<file path="config.mk">
export PLATFORM = sky130hd
export DESIGN_NAME = waveform_stats
export DESIGN_NICKNAME = d
export VERILOG_FILES = /design/src/rtl/waveform_stats.sv
export SDC_FILE = /design/constraint.sdc
export NUM_CORES = 1
export LEC_CHECK = 0
export BUFFER_PORTS_ARGS = -buffer_cell sky130_fd_sc_hd__buf_2
export CAP_MARGIN = 20
export CORE_MARGIN = 2
export CORE_UTILIZATION = 35
export CTS_BUF_LIST = sky130_fd_sc_hd__clkbuf_8
export CTS_CLUSTER_DIAMETER = 60
export DETAILED_ROUTE_END_ITERATION = 16
export PLACE_DENSITY = 0.54
export SLEW_MARGIN = 0
export SYNTH_ARGS = -nofsm -noshare
export SYNTH_HDL_FRONTEND = slang
export SYNTH_SLANG_ARGS = --single-unit
</file>
<file path="constraint.sdc">
create_clock -name clk -period 2.85 [get_ports clk]
set_clock_uncertainty 0.1 [all_clocks]
set_input_delay 0.1425 -clock clk [delete_from_list [all_inputs] [get_ports clk]]
set_output_delay 0.1425 -clock clk [all_outputs]
set_load 0.05 [all_outputs]
</file>
<file path="src/rtl/waveform_stats.sv">
// Streaming per-frame average/min/max over SAMPLES unsigned samples, with a serial restoring divider.
// Optional build macro WAVEFORM_STATS_ROUND_EN: average rounds to nearest (ties up) instead of truncating.
module waveform_stats #(
    parameter int unsigned DATA_W  = 12,
    parameter int unsigned SAMPLES = 80
) (
    input  logic              clk,
    input  logic              rst,
    input  logic              clr,
    input  logic              in_valid,
    output logic              in_ready,
    input  logic [DATA_W-1:0] in_data,
    output logic              out_valid,
    output logic [DATA_W-1:0] avg,
    output logic [DATA_W-1:0] min,
    output logic [DATA_W-1:0] max
);

    localparam int unsigned SUM_W     = DATA_W + $clog2(SAMPLES);
    localparam int unsigned CNT_W     = $clog2(SAMPLES);
    localparam int unsigned DIV_CNT_W = $clog2(SUM_W);
`ifdef WAVEFORM_STATS_ROUND_EN
    localparam int unsigned RND       = SAMPLES / 2;
`else
    localparam int unsigned RND       = 0;
`endif

    typedef enum logic {
        S_ACCUM = 1'b0,
        S_DIV   = 1'b1
    } state_t;

    state_t                 state, state_nxt;
    logic                   accept, last, div_done;
    logic [CNT_W-1:0]       cnt_q;
    logic [SUM_W-1:0]       sum_q, sum_acc, dividend;
    logic [DATA_W-1:0]      min_w, max_w;
    logic [DIV_CNT_W-1:0]   div_cnt_q;
    logic [SUM_W-1:0]       quo_q, quo_nx;
    logic [SUM_W-1:0]       rem_q;
    logic [SUM_W:0]         rem_sh, rem_nx;
    logic                   div_ge;

    // Next-state and per-cycle control decode
    always_comb begin
        state_nxt = state;
        accept    = 1'b0;
        last      = 1'b0;
        div_done  = 1'b0;
        case (state)
            S_ACCUM: begin
                accept = in_valid & ~clr;
                last   = accept & (cnt_q == CNT_W'(SAMPLES - 1));
                if (last) state_nxt = S_DIV;
            end
            S_DIV: begin
                div_done = ~clr & (div_cnt_q == DIV_CNT_W'(SUM_W - 1));
                if (div_done) state_nxt = S_ACCUM;
            end
            default: state_nxt = S_ACCUM;
        endcase
        if (clr) state_nxt = S_ACCUM;
    end

    // Running sum including the sample being accepted; rounding bias folded into the dividend
    always_comb begin
        sum_acc  = sum_q + SUM_W'(in_data);
        dividend = sum_acc + SUM_W'(RND);
    end

    // One restoring-division step: shift in the next dividend bit, subtract if it fits
    always_comb begin
        rem_sh = {rem_q, quo_q[SUM_W-1]};
        div_ge = (rem_sh >= (SUM_W+1)'(SAMPLES));
        rem_nx = div_ge ? (rem_sh - (SUM_W+1)'(SAMPLES)) : rem_sh;
        quo_nx = {quo_q[SUM_W-2:0], div_ge};
    end

    always_ff @(posedge clk or negedge rst) begin
        if (!rst) begin
            state    <= S_ACCUM;
            in_ready <= 1'b1;
        end else begin
            state    <= state_nxt;
            in_ready <= (state_nxt == S_ACCUM);
        end
    end

    always_ff @(posedge clk or negedge rst) begin
        if (!rst) begin
            cnt_q     <= '0;
            sum_q     <= '0;
            min_w     <= '0;
            max_w     <= '0;
            div_cnt_q <= '0;
            quo_q     <= '0;
            rem_q     <= '0;
            out_valid <= 1'b0;
            avg       <= '0;
            min       <= '0;
            max       <= '0;
        end else if (clr) begin
            cnt_q     <= '0;
            sum_q     <= '0;
            min_w     <= '0;
            max_w     <= '0;
            div_cnt_q <= '0;
            out_valid <= 1'b0;
        end else begin
            out_valid <= div_done;
            if (accept) begin
                sum_q <= sum_acc;
                if (!last) cnt_q <= cnt_q + CNT_W'(1);
                // First sample of a frame seeds both extremes
                if (cnt_q == '0 || in_data < min_w) min_w <= in_data;
                if (cnt_q == '0 || in_data > max_w) max_w <= in_data;
                if (last) begin
                    quo_q     <= dividend;
                    rem_q     <= '0;
                    div_cnt_q <= '0;
                end
            end
            if (state == S_DIV) begin
                quo_q     <= quo_nx;
                rem_q     <= SUM_W'(rem_nx);
                div_cnt_q <= div_cnt_q + DIV_CNT_W'(1);
                if (div_done) begin
                    avg   <= DATA_W'(quo_nx);
                    min   <= min_w;
                    max   <= max_w;
                    cnt_q <= '0;
                    sum_q <= '0;
                end
            end
        end
    end

endmodule

</file>
# Word level (Yosys, flattened, before mapping)
# Index checks and enable logic that the tools add are counted.
[op_classes] n_addsub=4 n_lt_le_gt_ge=3 eq_ne=2 mux=34 bitwise_logic=6 reduce_logical=15
[ops] op="$mux 19" n=11
[ops] op="$mux 12" n=6
[ops] op="$mux 7" n=5
[ops] op="$ge 20x7->1 const B" n=1
[ops] op="$mux 5" n=4
[ops] op="$add 19x12->19" n=1
[ops] op="$sub 19x7->19 const B" n=1
[ops] op="$gt 12x12->1" n=1
[ops] op="$lt 12x12->1" n=1
[ops] op="$reduce_bool 2->1" n=5
[ops] op="$add 7x1->7 const B" n=1
[ops] op="$eq 7x7->1 const B" n=1
[ops] op="$logic_not 7->1" n=1
[ops] op="$mux 1" n=7
[ops] op="$reduce_and 2->1" n=3
[ops] op="$reduce_and 3->1" n=2
[ops] op="$reduce_bool 3->1" n=2
[ops] op="$add 5x1->5 const B" n=1
[ops] op="$eq 5x5->1 const B" n=1
[ops] op="$and 1x1->1" n=3
[ops] op="$not 1->1" n=3
[ops] op="$logic_or 1x1->1" n=2
[ops] op="$pmux 1 s2" n=1
[word_totals] regBits=132 in_bits=16

# Longest topological paths before layout
# Gate-level depths: netlist of run 1.
[depth] depth_word=9 depth_mapped=9

# Least setup slack after synthesis of run 1
# OpenSTA, ideal clock, no wires.
[synth_timing] path_kind="reg-to-reg" startpoint="register sum_q[0]" endpoint="register quo_q[12]" t_arrival_ns=2.232 required_ns=2.623 path_slack_ns=0.391 stages_incl_launch_ff=10 path_buffers=1 synth_period_minus_slack_ns=2.459 path_cell_list="dfrtp_1 ha_1 fa_1 a211oi_1 o21ai_0 nand3_1 o2bb2ai_1 clkbuf_1 mux2i_1 nand3_1"
[synth_via] elab_chain_cells=4
[synth_lines] item="from (decl)" line_no="36" source="logic [SUM_W-1:0] sum_q, sum_acc, dividend;"
[synth_lines] item="from (signal assigned)" line_no="112" source="sum_q <= sum_acc;"
[synth_lines] item="$add 19x12->19" line_no="67" source="sum_acc = sum_q + SUM_W'(in_data);"
[synth_lines] item="$mux 19" line_no="117" source="if (last) begin"
[synth_lines] item="$mux 19" line_no="111" source="if (accept) begin"
[synth_lines] item="$mux 19" line_no="123" source="if (state == S_DIV) begin"
[synth_lines] item="to (signal assigned)" line_no="118" source="quo_q <= dividend;"
[synth_lines] item="to (signal assigned)" line_no="124" source="quo_q <= quo_nx;"
[synth_lines] item="to (decl)" line_no="39" source="logic [SUM_W-1:0] quo_q, quo_nx;"
# No other way between the ends. The select of a mux whose other input is x is not followed.
# A chain may end at the register's enable or synchronous reset.

# Worst setup path after layout of run 1
[layout_timing] startpoint="input in_data[0]" endpoint="register quo_q[16]"
[layout_via] elab_chain_cells=4
[layout_lines] item="from (decl)" line_no="12" source="input logic [DATA_W-1:0] in_data,"
[layout_lines] item="$add 19x12->19" line_no="67"
[layout_lines] item="$mux 19" line_no="117"
[layout_lines] item="$mux 19" line_no="111"
[layout_lines] item="$mux 19" line_no="123"
# No other way between the ends. The select of a mux whose other input is x is not followed.

==> impl_metrics.prom, run 1 <==
# TYPE chip_impl_metric gauge
chip_impl_metric{name="hold-path-cell-count",unit=""} 4
chip_impl_info{name="cts_tree",value="yes"} 1
chip_impl_metric{name="drt_iter0_drc",unit=""} 297
chip_impl_metric{name="drc",unit=""} 0
chip_impl_info{name="most_used_standard_cells_in_the_synthesized_netlist",value="160 x sky130_fd_sc_hd__nand2_1, 131 x sky130_fd_sc_hd__dfrtp_1, 74 x sky130_fd_sc_hd__o21ai_0, 41 x sky130_fd_sc_hd__ha_1, 39 x sky130_fd_sc_hd__nor2_1"} 1
chip_impl_metric{name="cts_resized",unit=""} 0
chip_impl_info{name="yosysMostFrequentCell",value="sky130_fd_sc_hd__nand2_1"} 1
chip_impl_metric{name="placementRows",unit=""} 52
chip_impl_metric{name="sequential_share_of_the_synthesized_area",unit="%"} 46.3
chip_impl_info{name="hold_start",value="clr"} 1
chip_impl_metric{name="report.final.setup_viol",unit=""} 0
chip_impl_metric{name="finalHoldViolations",unit=""} 0
chip_impl_metric{name="route.vias.total",unit=""} 5914
chip_impl_info{name="path_class",value="in2reg"} 1
chip_impl_metric{name="boundaryPins",unit=""} 54
chip_impl_metric{name="tns",unit="ns"} 0
chip_impl_metric{name="route.detailed.vias_per_inst",unit=""} 5.17
chip_impl_metric{name="start_util",unit="%"} 35.5
chip_impl_metric{name="net-switching-power",unit="µW"} 1250
chip_impl_metric{name="timing.max_slew.rel_slack",unit="%"} 42.4
chip_impl_metric{name="power_per_unit_of_standard_cell_area",unit="nW/µm²"} 501
chip_impl_metric{name="synth-edff-count",unit=""} 0
chip_impl_info{name="clockRootBuffer",value="sky130_fd_sc_hd__clkbuf_8"} 1
chip_impl_metric{name="fillCellCount",unit=""} 1999
chip_impl_metric{name="post-route-period-util",unit="%"} 91.0
chip_impl_metric{name="ff2ff_path_depth",unit=""} 9
chip_impl_metric{name="cts_made_buffers",unit=""} 17
chip_impl_info{name="synth.area.top_cells",value="sky130_fd_sc_hd__dfrtp_1 46%, sky130_fd_sc_hd__nand2_1 8.4%, sky130_fd_sc_hd__ha_1 7.2%"} 1
chip_impl_metric{name="max_capacitance_violation_total",unit=""} 0
chip_impl_info{name="worstSetupStartpointType",value="primary input"} 1
chip_impl_info{name="worst_setup_end_kind",value="flop"} 1
chip_impl_metric{name="timing.critical_path.slowest_cell_delay",unit="ns"} 0.55
chip_impl_metric{name="wl_per_cell",unit="µm"} 16.0
chip_impl_info{name="synthDominantAreaCellType",value="sky130_fd_sc_hd__dfrtp_1"} 1
chip_impl_info{name="r2r_path_end",value="quo_q[16]$_DFFE_PN0P_"} 1
chip_impl_metric{name="synth_cell_types",unit=""} 59
chip_impl_metric{name="crit_required",unit="ns"} 3.09
chip_impl_info{name="critical-path-top-delay-family",value="buffers and inverters"} 1
chip_impl_metric{name="number_of_antenna_cells_inserted",unit=""} 0
chip_impl_metric{name="period_minus_slack",unit="ns"} 2.59
chip_impl_metric{name="yosys_warnings",unit=""} 0
chip_impl_metric{name="total_leakage_power",unit="µW"} 0.00386
chip_impl_metric{name="clkLatencyLatePin",unit="ns"} 0.45
chip_impl_metric{name="layout_cell_share_with_drive_strength_beyond_1",unit="%"} 14.4
chip_impl_metric{name="fmax",unit="MHz"} 386
chip_impl_metric{name="grt_max_degree",unit=""} 71
chip_impl_info{name="crit_chain",value="dlygate4sd3_1 -> buf_2 -> ha_1 -> fa_1 -> a211oi_1 -> o21ai_0 -> nand3_1 -> o2bb2ai_1 -> buf_4 -> or4_1 -> nand3_1"} 1
chip_impl_info{name="run_status",value="complete, no violations"} 1
chip_impl_metric{name="nets",unit=""} 922
chip_impl_metric{name="tightest_slew",unit="ns"} 0.856
chip_impl_info{name="worst_hold_endpoint",value="max_w[0]$_DFFE_PN0P_"} 1
chip_impl_metric{name="dp.final_hpwl",unit="mm"} 12.9
chip_impl_metric{name="worst-endpoint-arrival",unit="ns"} 2.83
chip_impl_info{name="crit_start",value="in_data[0]"} 1
chip_impl_metric{name="floorplan.die_area",unit="µm²"} 21500
chip_impl_metric{name="chipWidth",unit="µm"} 147
chip_impl_metric{name="maximum_buffer_depth_of_the_clock_tree",unit=""} 2
chip_impl_info{name="type_of_the_tightest_min_delay_check",value="in2reg"} 1
chip_impl_metric{name="cp.buffers_inverters",unit=""} 3
chip_impl_metric{name="cts.htree.levels",unit=""} 4
chip_impl_metric{name="share_clk_of_total_power",unit="%"} 36.8
chip_impl_metric{name="combinationalPowerShare",unit="%"} 16.1
chip_impl_metric{name="storage_element_area",unit="µm²"} 3300
chip_impl_info{name="critical_path.slowest_cell",value="sky130_fd_sc_hd__dlygate4sd3_1"} 1
chip_impl_metric{name="synthesis.area",unit="µm²"} 7130
chip_impl_metric{name="p_int",unit="µW"} 2940
chip_impl_metric{name="pwr-share-seq",unit="%"} 47.2
chip_impl_metric{name="detailed_place.area",unit="µm²"} 7860
chip_impl_metric{name="multi_input_gate_area_in_the_final_layout",unit="µm²"} 3570
chip_impl_metric{name="floorplan.die.height",unit="µm"} 147
chip_impl_metric{name="synth_async_sr_flop_share",unit="%"} 100
chip_impl_metric{name="synth-seq-cells",unit=""} 132
chip_impl_metric{name="ant_nets",unit=""} 0
chip_impl_metric{name="cts_sinks",unit=""} 132
chip_impl_metric{name="synth.avg_cell_area",unit="µm²"} 9.06
chip_impl_metric{name="power.switching_fraction",unit="%"} 29.7
chip_impl_metric{name="drt-pass1-iter-count",unit=""} 7
chip_impl_metric{name="finalWirelength",unit="mm"} 18.3
chip_impl_metric{name="first_global_vias",unit=""} 5869
chip_impl_metric{name="reg2reg_setup_slack",unit="ns"} 0.29
chip_impl_metric{name="clk_transition_reported_paths",unit="ns"} 0.08
chip_impl_metric{name="design_area",unit="µm²"} 8360
chip_impl_metric{name="count_of_port_buffers_added_during_placement",unit=""} 53
chip_impl_metric{name="drv_slew",unit=""} 0
chip_impl_metric{name="core-area",unit="µm²"} 20100
chip_impl_info{name="r2r-start",value="sum_q[0]$_DFF_PN0_"} 1
chip_impl_metric{name="total_grt_usage",unit="%"} 17.8
chip_impl_metric{name="postSynthNetCount",unit=""} 845
chip_impl_metric{name="crit_path_max_fanout",unit=""} 10
chip_impl_metric{name="antenna_found_initial",unit=""} 0
chip_impl_metric{name="routabilityCongestion",unit=""} 0.819
chip_impl_info{name="timing.critical_path.mode_cell",value="sky130_fd_sc_hd__nand3_1"} 1
chip_impl_info{name="rsz_0062_raised_after_global_routing",value="no"} 1
chip_impl_metric{name="area_delta_synth_final",unit="%"} 17.2
chip_impl_metric{name="vdd.ir_drop.worst",unit="mV"} 0.269
chip_impl_metric{name="gr-total-overflow",unit=""} 0
chip_impl_metric{name="syn_inst",unit=""} 787
chip_impl_info{name="synth-main-ff-cell",value="sky130_fd_sc_hd__dfrtp_1"} 1
chip_impl_metric{name="yosysTopAreaCellShare",unit="%"} 46.0
chip_impl_metric{name="grt_pass1_wl",unit="mm"} 30.5
kinds of logic after synthesis:
kind of cell | Yosys count | share of synthesized area [%]
simple gates | 294 | 18.5
compound gates | 203 | 18.5
flops | 132 | 46.3
buf+inv | 75 | 3.98
fa+ha+maj | 42 | 7.47
xor+xnor | 33 | 4.05
mux | 8 | 1.16
sequential cells by signal, summed over array words and instances, names as in the netlist:
name / count
min_w: 12
state: 1
out_valid: 1
max_w: 12
cnt_q: 7
sum_q: 19
avg: 12
in_ready: 1
rem_q: 19
div_cnt_q: 5
min: 12
quo_q: 19
max: 12
worst max-delay path by stage:
stage | cells after the start | end
6_report | 11 | quo_q[16]$_DFFE_PN0P_
2_1_floorplan | 9 | quo_q[12]$_DFFE_PN0P_
3_3_place_gp | 9 | quo_q[16]$_DFFE_PN0P_
4_1_cts | 9 | quo_q[16]$_DFFE_PN0P_
5_1_grt | 11 | quo_q[14]$_DFFE_PN0P_
3_5_place_dp | 9 | quo_q[16]$_DFFE_PN0P_
per-layer routing:
metal | global-route usage (%) | vias up | share of wire [%]
met5 | 0 | - | 0
li1 | - | 2956 | -
met3 | 3.39 | 16 | 3.5
met4 | 5.63 | 0 | 1.3
met1 | 24.6 | 2844 | 48
met2 | 28.2 | 98 | 47
per-stage QoR:
stage          setup slack (ns)  utilization [%]  instances  hold WS (ns)  total power (µW)
6_report                  0.256             41.6       1145         0.126              4190
5_1_grt                  0.0221             41.6       1145         0.145              4410
4_1_cts                   0.278             41.6       1145        0.0963              4240
3_5_place_dp              0.282             39.1       1102         0.108              2680
3_3_place_gp              0.316             39.1       1102         0.114              2670
2_1_floorplan             0.391                -        787        -0.253              2420
worst register-to-register path: stages (launching register included):
cell                        delay (ns)
sky130_fd_sc_hd__dfrtp_1          0.39
sky130_fd_sc_hd__ha_1             0.21
sky130_fd_sc_hd__fa_1             0.42
sky130_fd_sc_hd__a211oi_1         0.31
sky130_fd_sc_hd__o21ai_0          0.20
sky130_fd_sc_hd__nand3_1          0.15
sky130_fd_sc_hd__o2bb2ai_1        0.25
sky130_fd_sc_hd__buf_4            0.24
sky130_fd_sc_hd__or4_1            0.12
sky130_fd_sc_hd__nand3_1          0.06
layout make-up:
class	instances	area share [%]
Sequential cell	132	39.5
Clock buffer	17	2.80
Tap cell	270	4.04
Clock inverter	13	1.63
Multi-Input combinational cell	580	42.7
Timing Repair Buffer	96	7.65
Inverter	37	1.66
power by group through the flow:
stage	combinational, µW	sequential (µW)	clock [µW]
after floorplan	421	2000	0
after global placement	663	2010	0
after detailed placement	663	2010	0
after CTS	681	1970	1590
after global routing	754	1980	1670
final	673	1980	1540
placed cells by master (no fill, tap or decap), drive strengths merged, types with 4 or more instances in the layout:
cell           n
clkinv         6
a22o           4
o211ai         9
nor2          39
nand2        160
o31ai          6
a32o          12
nor3           7
a31oi         16
dfrtp        131
a21o           4
nor4           6
o311ai        13
or4            8
xor2          16
clkbuf        17
ha            41
clkinvlp       4
nand4         10
a211oi         5
nand3         34
o21ai         75
mux2i          6
a21oi         38
dlygate4sd3   13
xnor2         17
and3           9
inv           38
buf           83
what timing repair did:
item | in CTS | in global routing
hold endpoints to repair | 88 | 0
buffers inserted | 0 | 0
hold buffers | 13 | 0
Power figures use the tool's default switching activity.
==> run 2: changes to the inputs <==
--- a/config.mk
+++ b/config.mk
@@ -7,6 +7,7 @@
 export LEC_CHECK = 0
 export BUFFER_PORTS_ARGS = -buffer_cell sky130_fd_sc_hd__buf_2
 export CAP_MARGIN = 20
+export CORE_ASPECT_RATIO = 0.75
 export CORE_MARGIN = 2
 export CORE_UTILIZATION = 35
 export CTS_BUF_LIST = sky130_fd_sc_hd__clkbuf_8
==> impl_metrics.prom, run 2 (synthesis results as in run 1) <==
# TYPE chip_impl_metric gauge
chip_impl_metric{name="timing.max_slew.rel_slack",unit="%"} 47.3
chip_impl_metric{name="area_delta_synth_final",unit="%"} 17.1
chip_impl_info{name="type_of_the_tightest_min_delay_check",value="in2reg"} 1
chip_impl_metric{name="gr-total-overflow",unit=""} 0
chip_impl_metric{name="floorplan.die_area",unit="µm²"} 21600
chip_impl_metric{name="drc",unit=""} 0
chip_impl_metric{name="core-area",unit="µm²"} 20100
chip_impl_metric{name="boundaryPins",unit=""} 54
chip_impl_metric{name="clk_transition_reported_paths",unit="ns"} 0.08
chip_impl_metric{name="net-switching-power",unit="µW"} 1280
chip_impl_metric{name="number_of_setup_buffers_added_after_cts",unit=""} 0
chip_impl_info{name="mostFrequentLayoutCells",value="160 x sky130_fd_sc_hd__nand2_1, 131 x sky130_fd_sc_hd__dfrtp_1, 74 x sky130_fd_sc_hd__o21ai_0"} 1
chip_impl_metric{name="start_util",unit="%"} 35.5
chip_impl_info{name="cts_tree",value="yes"} 1
chip_impl_metric{name="cts_made_buffers",unit=""} 17
chip_impl_metric{name="period_minus_slack",unit="ns"} 2.53
chip_impl_metric{name="nets",unit=""} 921
chip_impl_info{name="clockRootBuffer",value="sky130_fd_sc_hd__clkbuf_8"} 1
chip_impl_info{name="rsz_0062_raised_after_global_routing",value="no"} 1
chip_impl_metric{name="max_capacitance_violation_total",unit=""} 0
chip_impl_metric{name="finalWirelength",unit="mm"} 18.7
chip_impl_metric{name="total_grt_usage",unit="%"} 18.4
chip_impl_metric{name="cts_sinks",unit=""} 132
chip_impl_metric{name="placementRows",unit=""} 45
chip_impl_metric{name="tns",unit="ns"} 0
chip_impl_metric{name="combinationalPowerShare",unit="%"} 15.8
chip_impl_metric{name="crit_required",unit="ns"} 3.10
chip_impl_metric{name="number_of_antenna_cells_inserted",unit=""} 0
chip_impl_metric{name="route.vias.total",unit=""} 5979
chip_impl_metric{name="drv_slew",unit=""} 0
chip_impl_metric{name="fmax",unit="MHz"} 395
chip_impl_metric{name="grt_max_degree",unit=""} 53
chip_impl_metric{name="floorplan.die.height",unit="µm"} 128
chip_impl_metric{name="dp.final_hpwl",unit="mm"} 13.6
chip_impl_info{name="layout.cells.most_common",value="sky130_fd_sc_hd__nand2_1"} 1
chip_impl_info{name="worstSetupStartpointType",value="primary input"} 1
chip_impl_metric{name="wl_per_cell",unit="µm"} 16.5
chip_impl_metric{name="pwr_total",unit="µW"} 4270
chip_impl_metric{name="drt_iter0_drc",unit=""} 505
chip_impl_metric{name="crit_path_max_fanout",unit=""} 15
chip_impl_metric{name="report.final.setup_viol",unit=""} 0
chip_impl_info{name="worst_setup_end_kind",value="flop"} 1
chip_impl_metric{name="routabilityCongestion",unit=""} 0.852
chip_impl_metric{name="layout_cell_share_with_drive_strength_beyond_1",unit="%"} 14.9
chip_impl_metric{name="cts.htree.levels",unit=""} 4
chip_impl_metric{name="fillCellCount",unit=""} 1984
chip_impl_metric{name="clkLatencyLatePin",unit="ns"} 0.46
chip_impl_metric{name="drt-pass1-iter-count",unit=""} 6
chip_impl_metric{name="post-route-period-util",unit="%"} 88.7
chip_impl_info{name="largestRegisters",value="quo_q: 19 flops, rem_q: 19 flops, sum_q: 19 flops"} 1
chip_impl_metric{name="post_placement_cell_count",unit=""} 1093
chip_impl_metric{name="ant_nets",unit=""} 0
chip_impl_info{name="path_class",value="in2reg"} 1
chip_impl_metric{name="post_layout_nonfiller_instances",unit=""} 1133
chip_impl_metric{name="pwr-share-seq",unit="%"} 46.2
chip_impl_metric{name="worst-endpoint-arrival",unit="ns"} 2.77
chip_impl_metric{name="antenna_found_initial",unit=""} 0
chip_impl_metric{name="first_global_vias",unit=""} 5724
chip_impl_metric{name="vdd.ir_drop.worst",unit="mV"} 0.195
chip_impl_metric{name="hold-worst-slack",unit="ns"} 0.0646
chip_impl_metric{name="route.detailed.vias_per_inst",unit=""} 5.28
chip_impl_metric{name="grt_pass1_wl",unit="mm"} 30.9
chip_impl_metric{name="share_clk_of_total_power",unit="%"} 38.0
chip_impl_metric{name="maximum_buffer_depth_of_the_clock_tree",unit=""} 2
chip_impl_info{name="run_status",value="complete, no violations"} 1
chip_impl_metric{name="chipWidth",unit="µm"} 169
chip_impl_metric{name="total_leakage_power",unit="µW"} 0.00387
chip_impl_metric{name="finalHoldViolations",unit=""} 0
chip_impl_metric{name="power.switching_fraction",unit="%"} 29.9
chip_impl_metric{name="tightest_slew",unit="ns"} 0.789
chip_impl_metric{name="power_per_unit_of_standard_cell_area",unit="nW/µm²"} 512
chip_impl_metric{name="count_of_port_buffers_added_during_placement",unit=""} 53
chip_impl_metric{name="reg2reg_setup_slack",unit="ns"} 0.32
chip_impl_metric{name="p_int",unit="µW"} 3000
==> run 2: critical path, cell delays in order <==
cell and delay, ns:
sky130_fd_sc_hd__dlygate4sd3_1 0.55, sky130_fd_sc_hd__buf_2 0.14, sky130_fd_sc_hd__ha_1 0.23, sky130_fd_sc_hd__fa_1 0.43, sky130_fd_sc_hd__a211oi_1 0.29, sky130_fd_sc_hd__o21ai_0 0.19
sky130_fd_sc_hd__nand3_1 0.17, sky130_fd_sc_hd__o2bb2ai_2 0.30, sky130_fd_sc_hd__mux2i_1 0.24, sky130_fd_sc_hd__nand3_1 0.09
==> run 2: final timing paths <==
kind / startpoint / to / depth (start not counted)
setup / recovery: in_data[0] / quo_q[12]$_DFFE_PN0P_ / 10
hold / removal: clr / in_ready$_DFF_PN1_ / 2
setup reg to reg: sum_q[3]$_DFF_PN0_ / sum_q[18]$_DFF_PN0_ / 7
hold reg to reg: max[5]$_DFFE_PN0P_ / max[5]$_DFFE_PN0P_ / 2
max in group asynchronous: rst / sum_q[7]$_DFF_PN0_ / 3
min in group asynchronous: rst / min[3]$_DFFE_PN0P_ / 2
==> run 2: metrics by stage <==
step / setup slack, ns / cell area [µm²] / utilization (%)
floorplan: 0.391 / 7130 / -
global placement: 0.240 / 7870 / 39.1
detailed placement: 0.208 / 7870 / 39.1
CTS: 0.202 / 8350 / 41.5
global route: 0.115 / 8360 / 41.6
finish: 0.321 / 8360 / 41.6
==> run 2: routing by layer <==
metal	up-vias	share of wire, %	GRT usage, %	routed length [µm]
met3	15	5.6	5.76	1040
met2	115	41	25.8	7610
li1	2948	-	-	-
met5	-	0	0	0
met1	2901	53	27.2	9810
met4	0	1.2	5.32	217
==> run 2: layout make-up <==
class                           instances  area (µm²)  area share [%]
Clock buffer                           19         262            3.13
Clock inverter                         12         131            1.57
Inverter                               37         139            1.66
Multi-Input combinational cell        580        3570            42.8
Sequential cell                       132        3300            39.5
Tap cell                              258         323            3.86
Timing Repair Buffer                   95         622            7.44
==> run 2: repair_timing <==
item,in CTS,in global routing
resized for setup,0,1
hold endpoints to repair,85,0
hold buffers,9,0
setup endpoints to repair,0,3
==> run 2: power groups by stage <==
stage | combinational, µW | sequential (µW) | clock, µW
after floorplan | 421 | 2000 | 0
after global placement | 666 | 2010 | 0
after detailed placement | 666 | 2010 | 0
after CTS | 678 | 1970 | 1660
after global routing | 768 | 1980 | 1750
final | 675 | 1970 | 1620
==> run 3: changes to the inputs <==
--- a/config.mk
+++ b/config.mk
@@ -10,11 +10,11 @@
 export CORE_ASPECT_RATIO = 0.75
 export CORE_MARGIN = 2
 export CORE_UTILIZATION = 35
-export CTS_BUF_LIST = sky130_fd_sc_hd__clkbuf_8
+export CTS_BUF_LIST = sky130_fd_sc_hd__clkbuf_4
 export CTS_CLUSTER_DIAMETER = 60
 export DETAILED_ROUTE_END_ITERATION = 16
 export PLACE_DENSITY = 0.54
-export SLEW_MARGIN = 0
+export SLEW_MARGIN = 40
 export SYNTH_ARGS = -nofsm -noshare
 export SYNTH_HDL_FRONTEND = slang
 export SYNTH_SLANG_ARGS = --single-unit
==> impl_metrics.prom, run 3 (synthesis results as in run 1) <==
# TYPE chip_impl_metric gauge
chip_impl_metric{name="finalWirelength",unit="mm"} 18.9
chip_impl_metric{name="cts.htree.levels",unit=""} 4
chip_impl_metric{name="drt-pass1-iter-count",unit=""} 5
chip_impl_metric{name="tightest_slew",unit="ns"} 0.761
chip_impl_metric{name="first_global_vias",unit=""} 5677
chip_impl_metric{name="total_leakage_power",unit="µW"} 0.00386
chip_impl_metric{name="worst-endpoint-arrival",unit="ns"} 2.87
chip_impl_metric{name="crit_required",unit="ns"} 3.20
chip_impl_metric{name="post_layout_nonfiller_instances",unit=""} 1142
chip_impl_metric{name="core-area",unit="µm²"} 20100
chip_impl_metric{name="reg2reg_setup_slack",unit="ns"} 0.33
chip_impl_metric{name="drv_slew",unit=""} 0
chip_impl_metric{name="nets",unit=""} 929
chip_impl_metric{name="dp.final_hpwl",unit="mm"} 13.6
chip_impl_metric{name="chipWidth",unit="µm"} 169
chip_impl_metric{name="post-route-period-util",unit="%"} 88.4
chip_impl_metric{name="route.detailed.vias_per_inst",unit=""} 5.27
chip_impl_metric{name="net-switching-power",unit="µW"} 1270
chip_impl_metric{name="crit_path_max_fanout",unit=""} 15
chip_impl_metric{name="power.switching_fraction",unit="%"} 31.9
chip_impl_info{name="largestRegisters",value="quo_q: 19 flops, rem_q: 19 flops, sum_q: 19 flops"} 1
chip_impl_metric{name="floorplan.die_area",unit="µm²"} 21600
chip_impl_metric{name="cts_hold_buf",unit=""} 17
chip_impl_metric{name="total_grt_usage",unit="%"} 18.6
chip_impl_metric{name="post_placement_cell_count",unit=""} 1093
chip_impl_metric{name="grt_max_degree",unit=""} 53
chip_impl_metric{name="count_of_port_buffers_added_during_placement",unit=""} 53
chip_impl_metric{name="number_of_setup_buffers_added_after_cts",unit=""} 0
chip_impl_metric{name="route.vias.total",unit=""} 6024
chip_impl_metric{name="grt_pass1_wl",unit="mm"} 31.2
chip_impl_metric{name="tns",unit="ns"} 0
chip_impl_metric{name="cts_resized",unit=""} 0
chip_impl_metric{name="max_capacitance_violation_total",unit=""} 0
chip_impl_metric{name="drc",unit=""} 0
chip_impl_metric{name="area_delta_synth_final",unit="%"} 17.0
chip_impl_metric{name="ant_nets",unit=""} 0
chip_impl_metric{name="fmax",unit="MHz"} 397
chip_impl_metric{name="finalHoldViolations",unit=""} 0
chip_impl_info{name="layout.cells.most_common",value="sky130_fd_sc_hd__nand2_1"} 1
chip_impl_metric{name="wl_per_cell",unit="µm"} 16.5
chip_impl_metric{name="cts_made_buffers",unit=""} 17
chip_impl_metric{name="period_minus_slack",unit="ns"} 2.52
chip_impl_metric{name="timing.max_slew.rel_slack",unit="%"} 49.2
chip_impl_info{name="worst_setup_end_kind",value="flop"} 1
chip_impl_metric{name="placementRows",unit=""} 45
chip_impl_metric{name="gr-total-overflow",unit=""} 0
chip_impl_metric{name="number_of_antenna_cells_inserted",unit=""} 0
chip_impl_metric{name="floorplan.die.height",unit="µm"} 128
chip_impl_info{name="rsz_0062_raised_after_global_routing",value="no"} 1
chip_impl_metric{name="routabilityCongestion",unit=""} 0.852
chip_impl_metric{name="drt_iter0_drc",unit=""} 527
chip_impl_info{name="mostFrequentLayoutCells",value="160 x sky130_fd_sc_hd__nand2_1, 131 x sky130_fd_sc_hd__dfrtp_1, 74 x sky130_fd_sc_hd__o21ai_0"} 1
chip_impl_metric{name="clkLatencyLatePin",unit="ns"} 0.56
chip_impl_metric{name="antenna_found_initial",unit=""} 0
chip_impl_info{name="worstSetupStartpointType",value="flop"} 1
chip_impl_metric{name="maximum_buffer_depth_of_the_clock_tree",unit=""} 2
chip_impl_info{name="type_of_the_tightest_min_delay_check",value="reg2reg"} 1
chip_impl_metric{name="report.final.setup_viol",unit=""} 0
chip_impl_metric{name="clk_transition_reported_paths",unit="ns"} 0.13
chip_impl_info{name="path_class",value="reg2reg"} 1
chip_impl_metric{name="share_clk_of_total_power",unit="%"} 33.1
chip_impl_info{name="run_status",value="complete, no violations"} 1
chip_impl_info{name="clockRootBuffer",value="sky130_fd_sc_hd__clkbuf_4"} 1
chip_impl_metric{name="cts_sinks",unit=""} 132
chip_impl_info{name="cts_tree",value="yes"} 1
chip_impl_metric{name="layout_cell_share_with_drive_strength_beyond_1",unit="%"} 14.9
chip_impl_metric{name="combinationalPowerShare",unit="%"} 17.4
chip_impl_metric{name="start_util",unit="%"} 35.5
chip_impl_metric{name="vdd.ir_drop.worst",unit="mV"} 0.245
chip_impl_metric{name="power_per_unit_of_standard_cell_area",unit="nW/µm²"} 478
chip_impl_metric{name="pwr-share-seq",unit="%"} 49.6
chip_impl_metric{name="p_int",unit="µW"} 2710
chip_impl_metric{name="boundaryPins",unit=""} 54
[run 3: cell count changes in the layout (fill, tap and decap cells not counted), sizes merged]
cell / previous run / this run
dlygate4sd3: 9 / 16
clkbuf: 19 / 17
buf: 86 / 87
clkinv: 5 / 6
clkinvlp: 3 / 4
inv: 39 / 40
[run 3: layer usage]
layer  vias to the layer above  wire length (µm)  global-route usage [%]
met4                         0               214                    4.72
met3                        17               921                    4.68
li1                       2972                 -                       -
met1                      2902              9940                    28.2
met2                       133              7780                    26.1
met5                         -                 0                       0
[run 3: critical path, stage by stage (launching register included)]
cell and delay [ns]:
sky130_fd_sc_hd__dfrtp_1 0.41, sky130_fd_sc_hd__ha_1 0.22, sky130_fd_sc_hd__fa_1 0.43, sky130_fd_sc_hd__a211oi_1 0.29, sky130_fd_sc_hd__o21ai_0 0.17, sky130_fd_sc_hd__nand3_1 0.15, sky130_fd_sc_hd__o2bb2ai_2 0.29, sky130_fd_sc_hd__mux2i_1 0.26
sky130_fd_sc_hd__nand3_1 0.09
[run 3: cell type report]
type                       count  area (µm²)
tap                          258         323
fill                        1996       11800
clock inverter                15         156
multi-input combinational    580        3570
inverter                      37         139
clock buffer                  17         128
timing repair buffer         103         719
sequential                   132        3300
[run 3: worst paths after layout]
check | start | end | cells past startpoint
setup / recovery | sum_q[0]$_DFF_PN0_ | quo_q[12]$_DFFE_PN0P_ | 8
hold / removal | avg[11]$_DFFE_PN0P_ | avg[11]$_DFFE_PN0P_ | 2
setup reg to reg | sum_q[0]$_DFF_PN0_ | quo_q[12]$_DFFE_PN0P_ | 8
hold reg to reg | avg[11]$_DFFE_PN0P_ | avg[11]$_DFFE_PN0P_ | 2
max in group asynchronous | rst | min[6]$_DFFE_PN0P_ | 4
min in group asynchronous | rst | rem_q[11]$_DFFE_PN0P_ | 3
[run 3: power by group through the flow]
stage               Sequential, µW  Clock (µW)  Combinational [µW]
floorplan                     2000           0                 421
global placement              2010           0                 666
detailed placement            2010           0                 670
CTS                           1970        1370                 696
global route                  1980        1450                 780
finish                        1970        1320                 693
[run 3: stage by stage]
| stage | worst slack, ns | total power [µW] | instance area [µm²] | utilization, % | hold slack [ns] |
|---|---|---|---|---|---|
| 3_5_place_dp | 0.360 | 2680 | 7870 | 39.2 | 0.0409 |
| 2_1_floorplan | 0.391 | 2420 | 7130 | - | -0.253 |
| 6_report | 0.331 | 3990 | 8340 | 41.5 | 0.385 |
| 4_1_cts | 0.340 | 4040 | 8340 | 41.5 | 0.350 |
| 3_3_place_gp | 0.240 | 2680 | 7870 | 39.1 | 0.0283 |
| 5_1_grt | 0.0985 | 4210 | 8340 | 41.5 | 0.352 |
